### src/rtl/mem_multi_port.sv
// Round-robin shared DEPTH x WIDTH memory for NUM_CH valid/ready channels with byte enables and range errors.
// Read data RD_LATENCY cycles after accept, write error one cycle after; ungranted channels see ready low and wait.
module mem_multi_port #(
   parameter int WIDTH      = 32,
   parameter int ADDR_WIDTH = 6,
   parameter int DEPTH      = 64,
   parameter int NUM_CH     = 2,
   parameter int RD_LATENCY = 1
) (
   input  logic                         clk_i,
   input  logic                         reset_i,
   input  logic [NUM_CH-1:0]            valid_i,
   output logic [NUM_CH-1:0]            ready_o,
   input  logic [NUM_CH-1:0]            wr_rd_i,
   input  logic [NUM_CH*ADDR_WIDTH-1:0] addr_i,
   input  logic [NUM_CH*WIDTH-1:0]      wdata_i,
   input  logic [NUM_CH*WIDTH/8-1:0]    be_i,
   output logic [NUM_CH-1:0]            rvalid_o,
   output logic [NUM_CH*WIDTH-1:0]      rdata_o,
   output logic [NUM_CH-1:0]            err_o
);
   localparam int NB  = WIDTH / 8;
   localparam int CHW = (NUM_CH > 1) ? $clog2(NUM_CH) : 1;
   localparam int MW  = (DEPTH > 1) ? $clog2(DEPTH) : 1;

   logic [WIDTH-1:0]      mem [DEPTH];

   logic [CHW-1:0]        ptr;
   logic [CHW-1:0]        gch;
   logic [CHW-1:0]        idx;
   logic                  found;
   logic                  go;
   logic                  in_range;
   logic                  sel_wr;
   logic [ADDR_WIDTH-1:0] sel_addr;
   logic [WIDTH-1:0]      sel_wdata;
   logic [NB-1:0]         sel_be;

   logic                  rd_go;
   logic                  rd_err;
   logic [WIDTH-1:0]      rd_dat;
   logic                  wr_err;

   logic                  fin_go;
   logic                  fin_err;
   logic [CHW-1:0]        fin_ch;
   logic [WIDTH-1:0]      fin_dat;

   // first valid channel at or after the pointer, wrapping
   always_comb begin
      found = 1'b0;
      gch   = '0;
      idx   = '0;
      for (int i = 0; i < NUM_CH; i++) begin
         idx = CHW'((int'(ptr) + i) % NUM_CH);
         if (!found && valid_i[idx]) begin
            found = 1'b1;
            gch   = idx;
         end
      end
   end

   assign go = reset_i && found;

   always_comb begin
      ready_o   = '0;
      sel_wr    = 1'b0;
      sel_addr  = '0;
      sel_wdata = '0;
      sel_be    = '0;
      for (int c = 0; c < NUM_CH; c++) begin
         ready_o[c] = go && (gch == CHW'(c));
         if (gch == CHW'(c)) begin
            sel_wr    = wr_rd_i[c];
            sel_addr  = addr_i[c*ADDR_WIDTH +: ADDR_WIDTH];
            sel_wdata = wdata_i[c*WIDTH +: WIDTH];
            sel_be    = be_i[c*NB +: NB];
         end
      end
   end

   assign in_range = 32'(sel_addr) < 32'(DEPTH);
   assign rd_go    = go && !sel_wr;
   assign rd_err   = !in_range;
   assign rd_dat   = in_range ? mem[sel_addr[MW-1:0]] : '0;
   assign wr_err   = go && sel_wr && !in_range;

   always_ff @(posedge clk_i) begin
      if (go && sel_wr && in_range) begin
         for (int b = 0; b < NB; b++) begin
            if (sel_be[b]) mem[sel_addr[MW-1:0]][b*8 +: 8] <= sel_wdata[b*8 +: 8];
         end
      end
   end

   generate
      if (RD_LATENCY == 2) begin : g_lat2
         always_ff @(posedge clk_i) begin
            if (!reset_i) begin
               fin_go  <= 1'b0;
               fin_err <= 1'b0;
               fin_ch  <= '0;
               fin_dat <= '0;
            end else begin
               fin_go  <= rd_go;
               fin_err <= rd_err;
               fin_ch  <= gch;
               fin_dat <= rd_dat;
            end
         end
      end else begin : g_lat1
         assign fin_go  = rd_go;
         assign fin_err = rd_err;
         assign fin_ch  = gch;
         assign fin_dat = rd_dat;
      end
   endgenerate

   always_ff @(posedge clk_i) begin
      if (!reset_i) begin
         ptr      <= '0;
         rvalid_o <= '0;
         rdata_o  <= '0;
         err_o    <= '0;
      end else begin
         if (go) ptr <= (gch == CHW'(NUM_CH - 1)) ? '0 : gch + 1'b1;
         for (int c = 0; c < NUM_CH; c++) begin
            rvalid_o[c] <= fin_go && (fin_ch == CHW'(c));
            err_o[c]    <= (fin_go && (fin_ch == CHW'(c)) && fin_err) ||
                           (wr_err && (gch == CHW'(c)));
            if (fin_go && (fin_ch == CHW'(c))) rdata_o[c*WIDTH +: WIDTH] <= fin_dat;
         end
      end
   end

endmodule

### config.mk
export PLATFORM = sky130hd
export DESIGN_NAME = mem_multi_port
export DESIGN_NICKNAME = d
export VERILOG_FILES = /design/src/rtl/mem_multi_port.sv
export SDC_FILE = /design/constraint.sdc
export NUM_CORES = 2
export LEC_CHECK = 0
export BUFFER_PORTS_ARGS = -buffer_cell sky130_fd_sc_hd__buf_4
export CAP_MARGIN = 20
export CORE_MARGIN = 2
export CORE_UTILIZATION = 45
export CTS_BUF_LIST = sky130_fd_sc_hd__clkbuf_16
export DETAILED_ROUTE_END_ITERATION = 7
export REMOVE_ABC_BUFFERS = 1
export SYNTH_ARGS = -nofsm -noshare
export SYNTH_HDL_FRONTEND = slang
export SYNTH_SLANG_ARGS = --single-unit
### constraint.sdc
create_clock -name clk_i -period 8.2 [get_ports clk_i]
set_input_delay 1.64 -clock clk_i [delete_from_list [all_inputs] [get_ports clk_i]]
set_output_delay 1.64 -clock clk_i [all_outputs]
set_load 0.05 [all_outputs]
==> flow_metrics.env <==
export IMPL_outcome="finished clean"
export IMPL_clock_latency_ps=840
export IMPL_wire_per_inst_um=35.3
export IMPL_cts_tree="yes"
export IMPL_cts_resized_gates=0
export IMPL_wirelength_um=279000
export IMPL_peakVddDrop_mv=0.200
export IMPL_required_ps=8640
export IMPL_hpwl_um=172000
export IMPL_ys_ff_latch=2115
export IMPL_finalSetupViolCount=0
export IMPL_netlist_area_um2=81500
export IMPL_drt_initial_drc_count=9151
export IMPL_synthArstFlopShare_pct=0
export IMPL_rsz0062_at_grt="no"
export IMPL_stdcell_count=7905
export IMPL_pwr_density_cell_nw_per_um2=253
export IMPL_rrSetupSlack_ps=3020
export IMPL_postCtsHoldBufs=0
export IMPL_drcViolationCount=0
export IMPL_ant_nets=0
export IMPL_nets=5442
export IMPL_report_final_slew_viol_count=0
export IMPL_grt_usage_pct=29.7
export IMPL_die_w_um=430
export IMPL_setup_tns_ps=0
export IMPL_tightest_slew_ps=1290
export IMPL_layout_commonest_cell="edfxtp_1"
export IMPL_final_util_pct=51.3
export IMPL_grt_overflow_total=0
export IMPL_max_cap_violations=0
export IMPL_layout_min_cycle_time_ps=5640
export IMPL_cts_setup_buffers=0
export IMPL_startpoint_type="input pin"
export IMPL_final_cell_mix="2048 x edfxtp_1, 532 x o21ai_0, 392 x a22oi_1, 300 x nand2_1, 300 x buf_4"
export IMPL_placedCellCount=7503
export IMPL_drive_above_1_share_pct=13.8
export IMPL_max_clock_freq_mhz=177
export IMPL_hold_path_class="flip-flop to flip-flop"
export IMPL_area_growth_pct=13.5
export IMPL_cts_root_buf="clkbuf_16"
export IMPL_skew_ps=23.2
export IMPL_synth_edf_count=2048
export IMPL_die_y_um=430
export IMPL_worst_slew_margin_rel_pct=13.2
export IMPL_syn_inst=5208
export IMPL_syn_area_per_cell_um2=15.6
export IMPL_cts_sinks=2115
export IMPL_clk_path_buf_depth=3
export IMPL_ys_flop_type="edfxtp_1"
export IMPL_core_um2=180000
export IMPL_yosysWarningCount=0
export IMPL_die_area_um2=184000
export IMPL_dr_pass1_iters=7
export IMPL_routed_via_count=52700
export IMPL_grt_pass1_vias=49600
export IMPL_port_buffers=157
export IMPL_p_leak_nw=28.7
export IMPL_gp_congestion=0.934
export IMPL_synth_seq_area_share_pct=77.1
export IMPL_std_cell_rows=156
export IMPL_clk_pin_slew_ps=60
export IMPL_cp_end_kind="flip-flop"
export IMPL_final_hold_viol_count=0
export IMPL_htreeDepth=4
export IMPL_grt_pass1_wl_um=388000
export IMPL_antenna_found_initial=12
export IMPL_start_util_pct=45.2
export IMPL_io_pins=160
export IMPL_post_route_period_util_pct=68.8
export IMPL_viasPerCell=6.66
export IMPL_worstSetupPathType="input pin to flip-flop"
export IMPL_worst_ep_arrival_time_ps=6090
export IMPL_grt_max_degree=85
export IMPL_yosysUniqueCellTypes=82
export IMPL_numCtsBuffers=211
export IMPL_critical_path_max_fanout=43
## cell families (layout without fill, tap and decap cells)
family | after synthesis | in the layout | synth area share [%]
and+or+nand+nor | 933 | 933 | 5.61
buffers and inverters | 411 | 733 | 2.23
other | 1 | 6 | 0.00460
AOI/OAI and AO/OA | 1648 | 1648 | 13.5
muxes | 100 | 100 | 1.48
DFF | 2115 | 2115 | 77.1
## metrics by stage
stage | hold slack (ps) | worst slack [ps] | cell area [µm²] | power, W
6_report | 457 | 2560 | 92500 | 0.0234
5_1_grt | 481 | 2700 | 92500 | 0.0239
4_1_cts | 462 | 2770 | 92400 | 0.0234
3_5_place_dp | 454 | 1930 | 85700 | 0.0141
3_3_place_gp | 449 | 2040 | 85500 | 0.0141
2_1_floorplan | 524 | -1730 | 79700 | 0.0132
## cell type report
| class | count | area [µm²] |
|---|---|---|
| inverter | 12 | 45.0 |
| clock inverter | 176 | 1320 |
| antenna | 4 | 10.0 |
| clock buffer | 216 | 5410 |
| sequential | 2115 | 62800 |
| tap | 2370 | 2970 |
| multi-input combinational | 2683 | 17200 |
| timing repair buffer | 329 | 2670 |
| fill | 14800 | 87900 |
## cells in the mapped netlist (10+ instances only)
library cell  number  area, µm²
mux2_2            15        169
nor2_1           287       1080
buf_4             26        195
o21ai_1           16       80.1
o2111ai_1         18        158
o21ai_0          532       2660
or2_1             14       87.6
a21oi_1          129        646
a22o_1            35        307
o22ai_1           30        188
dfxtp_1           67       1340
edfxtp_1        2048      61500
and3_1            36        225
a222oi_1          63        631
a211oi_1          30        225
a22oi_1          393       2950
o21a_1            32        240
buf_1             22       82.6
nand2_1          339       1270
o221ai_1          32        280
mux4_2            15        338
or4_1             16        120
buf_2            113        566
nor4_1            19        119
a221oi_1          63        552
and4_1           108        946
mux2i_1           69        691
nand2b_1          17        106
nand3_1           50        250
inv_1             10       37.5
a221oi_2          11        165
a2111oi_0         11       96.3
clkbuf_1         233        875
and2_1            10       62.6
a31oi_1          169       1060
## critical path, stage by stage
cell and delay (ps):
buf_4 430, inv_2 420, nor4_4 350, buf_4 490, or2_4 610, buf_4 700
nand2_1 510, nor2_1 880
## worst paths after layout
kind                 end         from  cells after the start
max reg2reg  mem[30][31]          ptr                      6
min          rdata_o[30]  rdata_o[30]                      2
max           mem[2][22]   valid_i[1]                      8
min reg2reg  rdata_o[30]  rdata_o[30]                      2
## flip-flops by register name, indices dropped and copies added, names as in the netlist
signal,flops
mem,2048
ptr,1
rdata_o,64
rvalid_o,2
## power breakdown
part | total (W) | switching [W] | internal (W)
clock | 0.00944 | 0.00410 | 0.00535
combinational | 0.00191 | 0.00147 | 0.000446
sequential | 0.0120 | 0.0000231 | 0.0120
## routing by layer
layer | up-vias | routed length [µm] | GRT usage, %
met3 | 692 | 34600 | 7.38
met1 | 26700 | 106000 | 40.8
met5 | - | 57 | 0
met2 | 3919 | 125000 | 45.2
li1 | 21300 | - | -
met4 | 8 | 13700 | 12.3
Note: power is estimated with default switching activity, not from simulation.
